## src/rtl/ucsbece154b_mem_arbiter.sv

```systemverilog
// Two-requester block-read arbiter: I-cache and D-cache misses share one
// burst-read memory port; one block transfer at a time, round-robin on ties.
module ucsbece154b_mem_arbiter #(
  parameter int unsigned BLOCK_WORDS = 4,
  parameter int unsigned ADDR_WIDTH  = 32,
  parameter int unsigned DATA_WIDTH  = 32
) (
  input  logic                  Clk,
  input  logic                  Reset,
  input  logic                  IReadRequest,
  input  logic [ADDR_WIDTH-1:0] IReadAddress,
  output logic [DATA_WIDTH-1:0] IDataIn,
  output logic                  IDataReady,
  output logic                  IGrant,
  input  logic                  DReadRequest,
  input  logic [ADDR_WIDTH-1:0] DReadAddress,
  output logic [DATA_WIDTH-1:0] DDataIn,
  output logic                  DDataReady,
  output logic                  DGrant,
  output logic                  MemReadRequest,
  output logic [ADDR_WIDTH-1:0] MemReadAddress,
  input  logic [DATA_WIDTH-1:0] MemDataIn,
  input  logic                  MemDataReady,
  output logic                  Busy,
  output logic                  SpuriousBeat
);

  localparam int unsigned CNT_W = (BLOCK_WORDS > 1) ? $clog2(BLOCK_WORDS) : 1;
  localparam int unsigned OFF_W = CNT_W + 2;
  localparam logic [CNT_W-1:0]      LAST_BEAT = CNT_W'(BLOCK_WORDS - 1);
  localparam logic [ADDR_WIDTH-1:0] OFF_MASK  = ADDR_WIDTH'((64'd1 << OFF_W) - 64'd1);

  localparam logic [1:0] S_IDLE  = 2'd0;
  localparam logic [1:0] S_ISSUE = 2'd1;
  localparam logic [1:0] S_BURST = 2'd2;
  localparam logic [1:0] S_DONE  = 2'd3;

  // Owner / last-grant encoding
  localparam logic OWN_I = 1'b0;
  localparam logic OWN_D = 1'b1;

  logic [1:0]            state_q, state_d;
  logic                  owner_q, owner_d;
  logic                  last_grant_q, last_grant_d;
  logic [CNT_W-1:0]      beat_cnt_q, beat_cnt_d;
  logic [ADDR_WIDTH-1:0] mem_addr_d;
  logic                  igrant_d, dgrant_d, mem_req_d, busy_d, spurious_d;
  logic                  pick;
  logic                  beat_c;

  // Beats are only accepted while a burst is in flight
  assign beat_c = (state_q == S_BURST) && MemDataReady;

  // Same-cycle steering of an accepted beat to the current owner only
  assign IDataReady = beat_c && (owner_q == OWN_I);
  assign DDataReady = beat_c && (owner_q == OWN_D);
  assign IDataIn    = IDataReady ? MemDataIn : '0;
  assign DDataIn    = DDataReady ? MemDataIn : '0;

  // State and registered-output register
  always_ff @(posedge Clk or negedge Reset) begin
    if (!Reset) begin
      state_q        <= S_IDLE;
      owner_q        <= OWN_I;
      last_grant_q   <= OWN_D;
      beat_cnt_q     <= '0;
      MemReadAddress <= '0;
      IGrant         <= 1'b0;
      DGrant         <= 1'b0;
      MemReadRequest <= 1'b0;
      Busy           <= 1'b0;
      SpuriousBeat   <= 1'b0;
    end else begin
      state_q        <= state_d;
      owner_q        <= owner_d;
      last_grant_q   <= last_grant_d;
      beat_cnt_q     <= beat_cnt_d;
      MemReadAddress <= mem_addr_d;
      IGrant         <= igrant_d;
      DGrant         <= dgrant_d;
      MemReadRequest <= mem_req_d;
      Busy           <= busy_d;
      SpuriousBeat   <= spurious_d;
    end
  end

  // Next-state and next registered-output logic
  always_comb begin
    state_d      = state_q;
    owner_d      = owner_q;
    last_grant_d = last_grant_q;
    beat_cnt_d   = beat_cnt_q;
    mem_addr_d   = MemReadAddress;
    igrant_d     = IGrant;
    dgrant_d     = DGrant;
    mem_req_d    = 1'b0;
    pick         = OWN_I;
    spurious_d   = SpuriousBeat | (MemDataReady && (state_q != S_BURST));

    case (state_q)
      S_IDLE: begin
        if (IReadRequest || DReadRequest) begin
          // On a tie the requester that did not win last time goes first
          if (IReadRequest && DReadRequest) pick = ~last_grant_q;
          else                              pick = DReadRequest ? OWN_D : OWN_I;
          owner_d    = pick;
          mem_addr_d = ((pick == OWN_D) ? DReadAddress : IReadAddress) & ~OFF_MASK;
          igrant_d   = (pick == OWN_I);
          dgrant_d   = (pick == OWN_D);
          mem_req_d  = 1'b1;
          state_d    = S_ISSUE;
        end
      end
      S_ISSUE: begin
        beat_cnt_d = '0;
        state_d    = S_BURST;
      end
      S_BURST: begin
        if (MemDataReady) begin
          if (beat_cnt_q == LAST_BEAT) begin
            beat_cnt_d = '0;
            igrant_d   = 1'b0;
            dgrant_d   = 1'b0;
            state_d    = S_DONE;
          end else begin
            beat_cnt_d = beat_cnt_q + CNT_W'(1);
          end
        end
      end
      S_DONE: begin
        // Requests ignored here so the finishing requester can drop its request
        last_grant_d = owner_q;
        state_d      = S_IDLE;
      end
      default: state_d = S_IDLE;
    endcase

    busy_d = (state_d != S_IDLE);
  end

endmodule
```

## config.mk

```make
export PLATFORM = sky130hd
export DESIGN_NAME = ucsbece154b_mem_arbiter
export DESIGN_NICKNAME = d
export VERILOG_FILES = /design/src/rtl/ucsbece154b_mem_arbiter.sv
export SDC_FILE = /design/constraint.sdc
export NUM_CORES = 1
export LEC_CHECK = 0
export ABC_AREA = 1
export CORE_MARGIN = 5
export CORE_UTILIZATION = 33
export CTS_CLUSTER_DIAMETER = 40
export DETAILED_ROUTE_END_ITERATION = 6
export PLACE_DENSITY_LB_ADDON = 0.05
export SLEW_MARGIN = 20
export SYNTH_ARGS = -nofsm -noshare
export SYNTH_HDL_FRONTEND = slang
export SYNTH_SLANG_ARGS = --single-unit
export TNS_END_PERCENT = 1
```

## constraint.sdc

```tcl
create_clock -name Clk -period 1.8 [get_ports Clk]
set_clock_uncertainty 0.05 [all_clocks]
set_input_delay 0.18 -clock Clk [delete_from_list [all_inputs] [get_ports Clk]]
set_output_delay 0.18 -clock Clk [all_outputs]
set_load 0.01 [all_outputs]
```

; Word level (Yosys, flattened, before mapping)
; Cells that the tools add are included.
[op_classes]
mux = 22
eq_ne = 8
n_reduce_logical = 13
bitwise = 4
addsub = 1
[ops]
columns = op, n
row1 = two-way mux 32 bit, 3
row2 = two-way mux 1 bit, 10
row3 = two-way mux 2 bit, 5
row4 = case mux 2 bit (4 select lines), 1
row5 = equality test 2 bit (second input constant), 3
row6 = inequality test 2 bit (second input constant), 3
row7 = nonzero test 2 bit, 3
row8 = logical AND 1 bit, 5
row9 = case mux 1 bit (2 select lines), 2
row10 = case mux 2 bit (2 select lines), 1
row11 = AND reduction 2 bit, 2
row12 = AND reduction 4 bit, 1
row13 = inverter 1 bit, 3
row14 = adder 2 x 1 -> 2 bit (second input constant), 1
row15 = equality test 2 x 1 -> 1 bit (second input constant), 1
row16 = zero test 2 bit, 1
row17 = inequality test 2 x 1 -> 1 bit (second input constant), 1
row18 = logical OR 1 bit, 1
row19 = OR 1 bit, 1
[totals]
ff_bits = 39

; Logic depth before layout (Yosys ltp)
[logic_depth]
ltp_word = 7
depth_mapped = 10
ltp_nobuf = 9

; Least setup slack after synthesis
; No wires, ideal clock.
[synth_path]
path_type = flip-flop to output port
start = register state_q[0]
end = output port IDataIn[21]
stages_incl_launch_ff = 9
path_buffers = 2
path_slack_ps = 54
t_arrival_ps = 1516
path_cell_list = dfrtp_1 -> inv_1 -> ha_1 -> buf_4 -> nand2_2 -> nor2_1 -> inv_2 -> buf_4 -> nor2_1
[synth_between]
elab_chain_cells = 4
[synth_lines]
columns = element, line
row1 = start: declaration, 42  ; logic [1:0] state_q, state_d;
row2 = start signal: assignment, 74  ; state_q <= state_d;
row3 = equality test 2 bit, 52  ; assign beat_c = (state_q == S_BURST) && MemDataReady;
row4 = logical AND 1 bit, 52
row5 = logical AND 1 bit, 55  ; assign IDataReady = beat_c && (owner_q == OWN_I);
row6 = named net IDataReady, 13  ; output logic IDataReady,
row7 = two-way mux 32 bit, 57  ; assign IDataIn = IDataReady ? MemDataIn : '0;
row8 = end: declaration, 12  ; output logic [DATA_WIDTH-1:0] IDataIn,
; The timed path passes the listed nets, and every way through them passes these cells.

; Worst setup path in the final report
[layout_path]
start = register state_q[0]
end = output port IDataIn[13]
[layout_between]
elab_chain_cells = 4
[layout_lines]
columns = element, line
row1 = equality test 2 bit, 52
row2 = logical AND 1 bit, 52
row3 = logical AND 1 bit, 55
row4 = two-way mux 32 bit, 57
; Every way passes these cells.

==> results.yml <==
clock_tree:
  cts.sinks: 39
  cts_root_buffer: "clkbuf_8"
  cts_max_path_buffers: 2
  clk_pin_slew_ps: 80
  clk_latency_ps: 290
  cts_buffers: 5
  cts_tree: "done"
  h-tree-depth: 2
setup_path:
  cp.required_ps: 1570
  r2r_setup_slack_ps: 100
  reg2reg_from: "state_q[1]"
  startpoint: "state_q[0]"
  cp.arrival_ps: 1570
  ff2ff_path_depth: 7
  path_class: "reg2out"
  worst_setup_path_end_kind: "output port"
  rr_endpoint: "MemReadAddress[22]"
  cp_max_fo: 8
  critPathLaunchType: "flop"
timing:
  hold_violations: 0
  fmax_mhz: 557
  setup_ws_ps: 4.72
  final-setup-viol-count: 0
  whs_ps: 246
  min_period_ps: 1800
  fin_crit_sh: 0.997
  slew_viol_final: 0
  rsz0062_at_grt: "yes"
  setup_tns_ps: 0
final_layout:
  n_antenna_cell: 0
  fin_util: 0.630
  fill_cells: 658
  drive_gt1_frac: 0.244
  fin_nets: 700
  register_area_um2: 977
  multi_input_area_um2: 1340
  areaGrowthSynthToFinish_pct: 83.2
logic_synthesis:
  syn_area_per_cell_um2: 6.46
  synth-simple-area-share: 0.378
  synth_top_family_by_area: "simple AND/OR/NAND/NOR gates"
  ys_async_sr_fraction: 1.00
  synth_xor_area_frac: 0
  ys.flop_type: "dfrtp_1"
  synth_compound_area_frac: 0.0665
  yosys_warnings: 0
  synthesis.instances: 390
  yosysMostFrequentCell: "nand2_1"
  synth_edf_count: 0
  netlist.area_leader.share: 0.377
  yosysSeqAreaShare: 0.388
  netlist_top_cells_count: "nand2_1, nor2_1, inv_1"
  synth_area_um2: 2520
  ys_ff_latch: 39
  yosysTopAreaCell: "dfrtp_1"
  synthAdderAreaFrac: 0.0298
  muxShareOfSynthArea: 0
  ys_types: 20
  yosys-top-cells-area: "dfrtp_1, nand2_1, nor2_1"
worst_hold_path:
  hold_path_class: "in2async"
global_route:
  grt_start_max_net_pins: 33
  grt_pass1_wl_mm: 15.8
  grt_pass1_vias: 3108
  antenna_found_initial: 0
  grt_use_total: 0.201
  grt_overflow_total: 0
die:
  die-area_um2: 9480
  die_w_um: 97.4
  ios: 204
  fp-row-count: 31
  start_util: 0.344
  core_area_um2: 7330
  die_y_um: 97.4
route:
  via_per_inst: 4.54
  drt-initial-drc-count: 99
  vias: 3146
  drtAntennaViolNets: 0
  first_pass_iters: 6
  wirelength_mm: 9.89
  drc_errors: 0
  wl_per_cell_um: 14.3
power:
  peakVddDrop_mv: 0.731
  pwr_density_cell_nw_per_um2: 1190
  p_leak_uw: 0.00250
  power_uw: 5500
place:
  dp_slack_ps: -320
  place.gp.congestion: 0.890
  portBuffers: 191
  dpl.hpwl_mm: 7.67
flow_run:
  maxCapViolations: 0
outcome:
  outcome: "finished clean"
==> flip-flops by register name, summed over array words and instances (netlist names) <==
register	flops
DGrant	1
beat_cnt_q	2
SpuriousBeat	1
MemReadRequest	1
IGrant	1
Busy	1
state_q	2
MemReadAddress	28
owner_q	1
last_grant_q	1
==> worst max-delay path by stage <==
stage | to | slack, ps | cells after the start
after floorplan | IDataIn[21] | 50 | 8
after global placement | IDataIn[14] | -270 | 6
after detailed placement | IDataIn[18] | -320 | 6
after CTS | IDataIn[17] | -50 | 7
after global routing | IDataIn[8] | -100 | 8
final | IDataIn[13] | 5 | 8
==> logic make-up after synthesis <==
family                   after synthesis
AND/OR/NAND/NOR                      239
AO/OA/AOI/OAI                         33
other                                  1
flip-flops                            39
adder cells (fa/ha/maj)                6
buffers and inverters                 72
==> critical path, cell delays in order (launching register included) <==
cell and delay (ps):
dfrtp_1 390, inv_2 80, ha_4 140, nand2_4 70, nor2_4 130, buf_12 160, inv_6 70, nor2_1 90
buf_2 140
==> routing by layer <==
metal | vias up | part of all wire | GRT usage
met4 | 0 | 0.021 | 0.0639
met5 | - | 0 | 0
met1 | 1409 | 0.39 | 0.224
li1 | 1579 | - | -
met2 | 140 | 0.51 | 0.362
met3 | 18 | 0.080 | 0.0660
==> placed cells by master, fill, tap and decap left out <==
cell and n:
inv_2 3, buf_6 5, clkbuf_8 5, clkdlybuf4s50_1 124, nand3b_1 1, ha_1 5
buf_12 2, nand3_1 33, clkinv_2 1, ha_4 1, inv_16 1, dfrtp_1 38
bufinv_16 1, nor2_4 7, nor2_2 26, inv_6 1, o21ai_0 30, dfstp_2 1
nand2_1 132, nor2_1 38, inv_1 39, a21oi_1 2, o21bai_1 1, nand4_1 1
inv_12 1, buf_2 59, clkinv_4 1, buf_4 29, nand2_4 1, conb_1 4
dlygate4sd3_1 1
==> cell type report <==
type,instances,share of cell area
repair buffers,220,0.403
multi-input cells,282,0.290
flip-flops and latches,39,0.212
inverters,43,0.0377
well taps,99,0.0268
clock buffers,5,0.0149
clock inverters,3,0.00949
repair inverters,2,0.00623
==> timing repair <==
| action | 4_1_cts | 5_1_grt |
|---|---|---|
| buffers inserted | 2 | 2 |
| resized for setup | 223 | 100 |
| setup endpoints to repair | 66 | 89 |
| pin swaps | 1 | 3 |
| cloned | 0 | 2 |
| hold buffers | 1 | 0 |
| hold endpoints to repair | 12 | 0 |
==> report_power, final <==
| group | leakage, uW | internal, uW | switching [uW] | total (uW) |
|---|---|---|---|---|
| clock network | 0.0000581 | 413 | 306 | 718 |
| logic | 0.00196 | 1580 | 1700 | 3280 |
| registers | 0.000480 | 1290 | 211 | 1500 |
==> per-stage QoR <==
step,instance area [um^2],cells
2_1_floorplan,2530,393
3_3_place_gp,4570,678
3_5_place_dp,4570,678
4_1_cts,4610,689
5_1_grt,4620,693
6_report,4620,693
(Power assumes the default switching activity.)
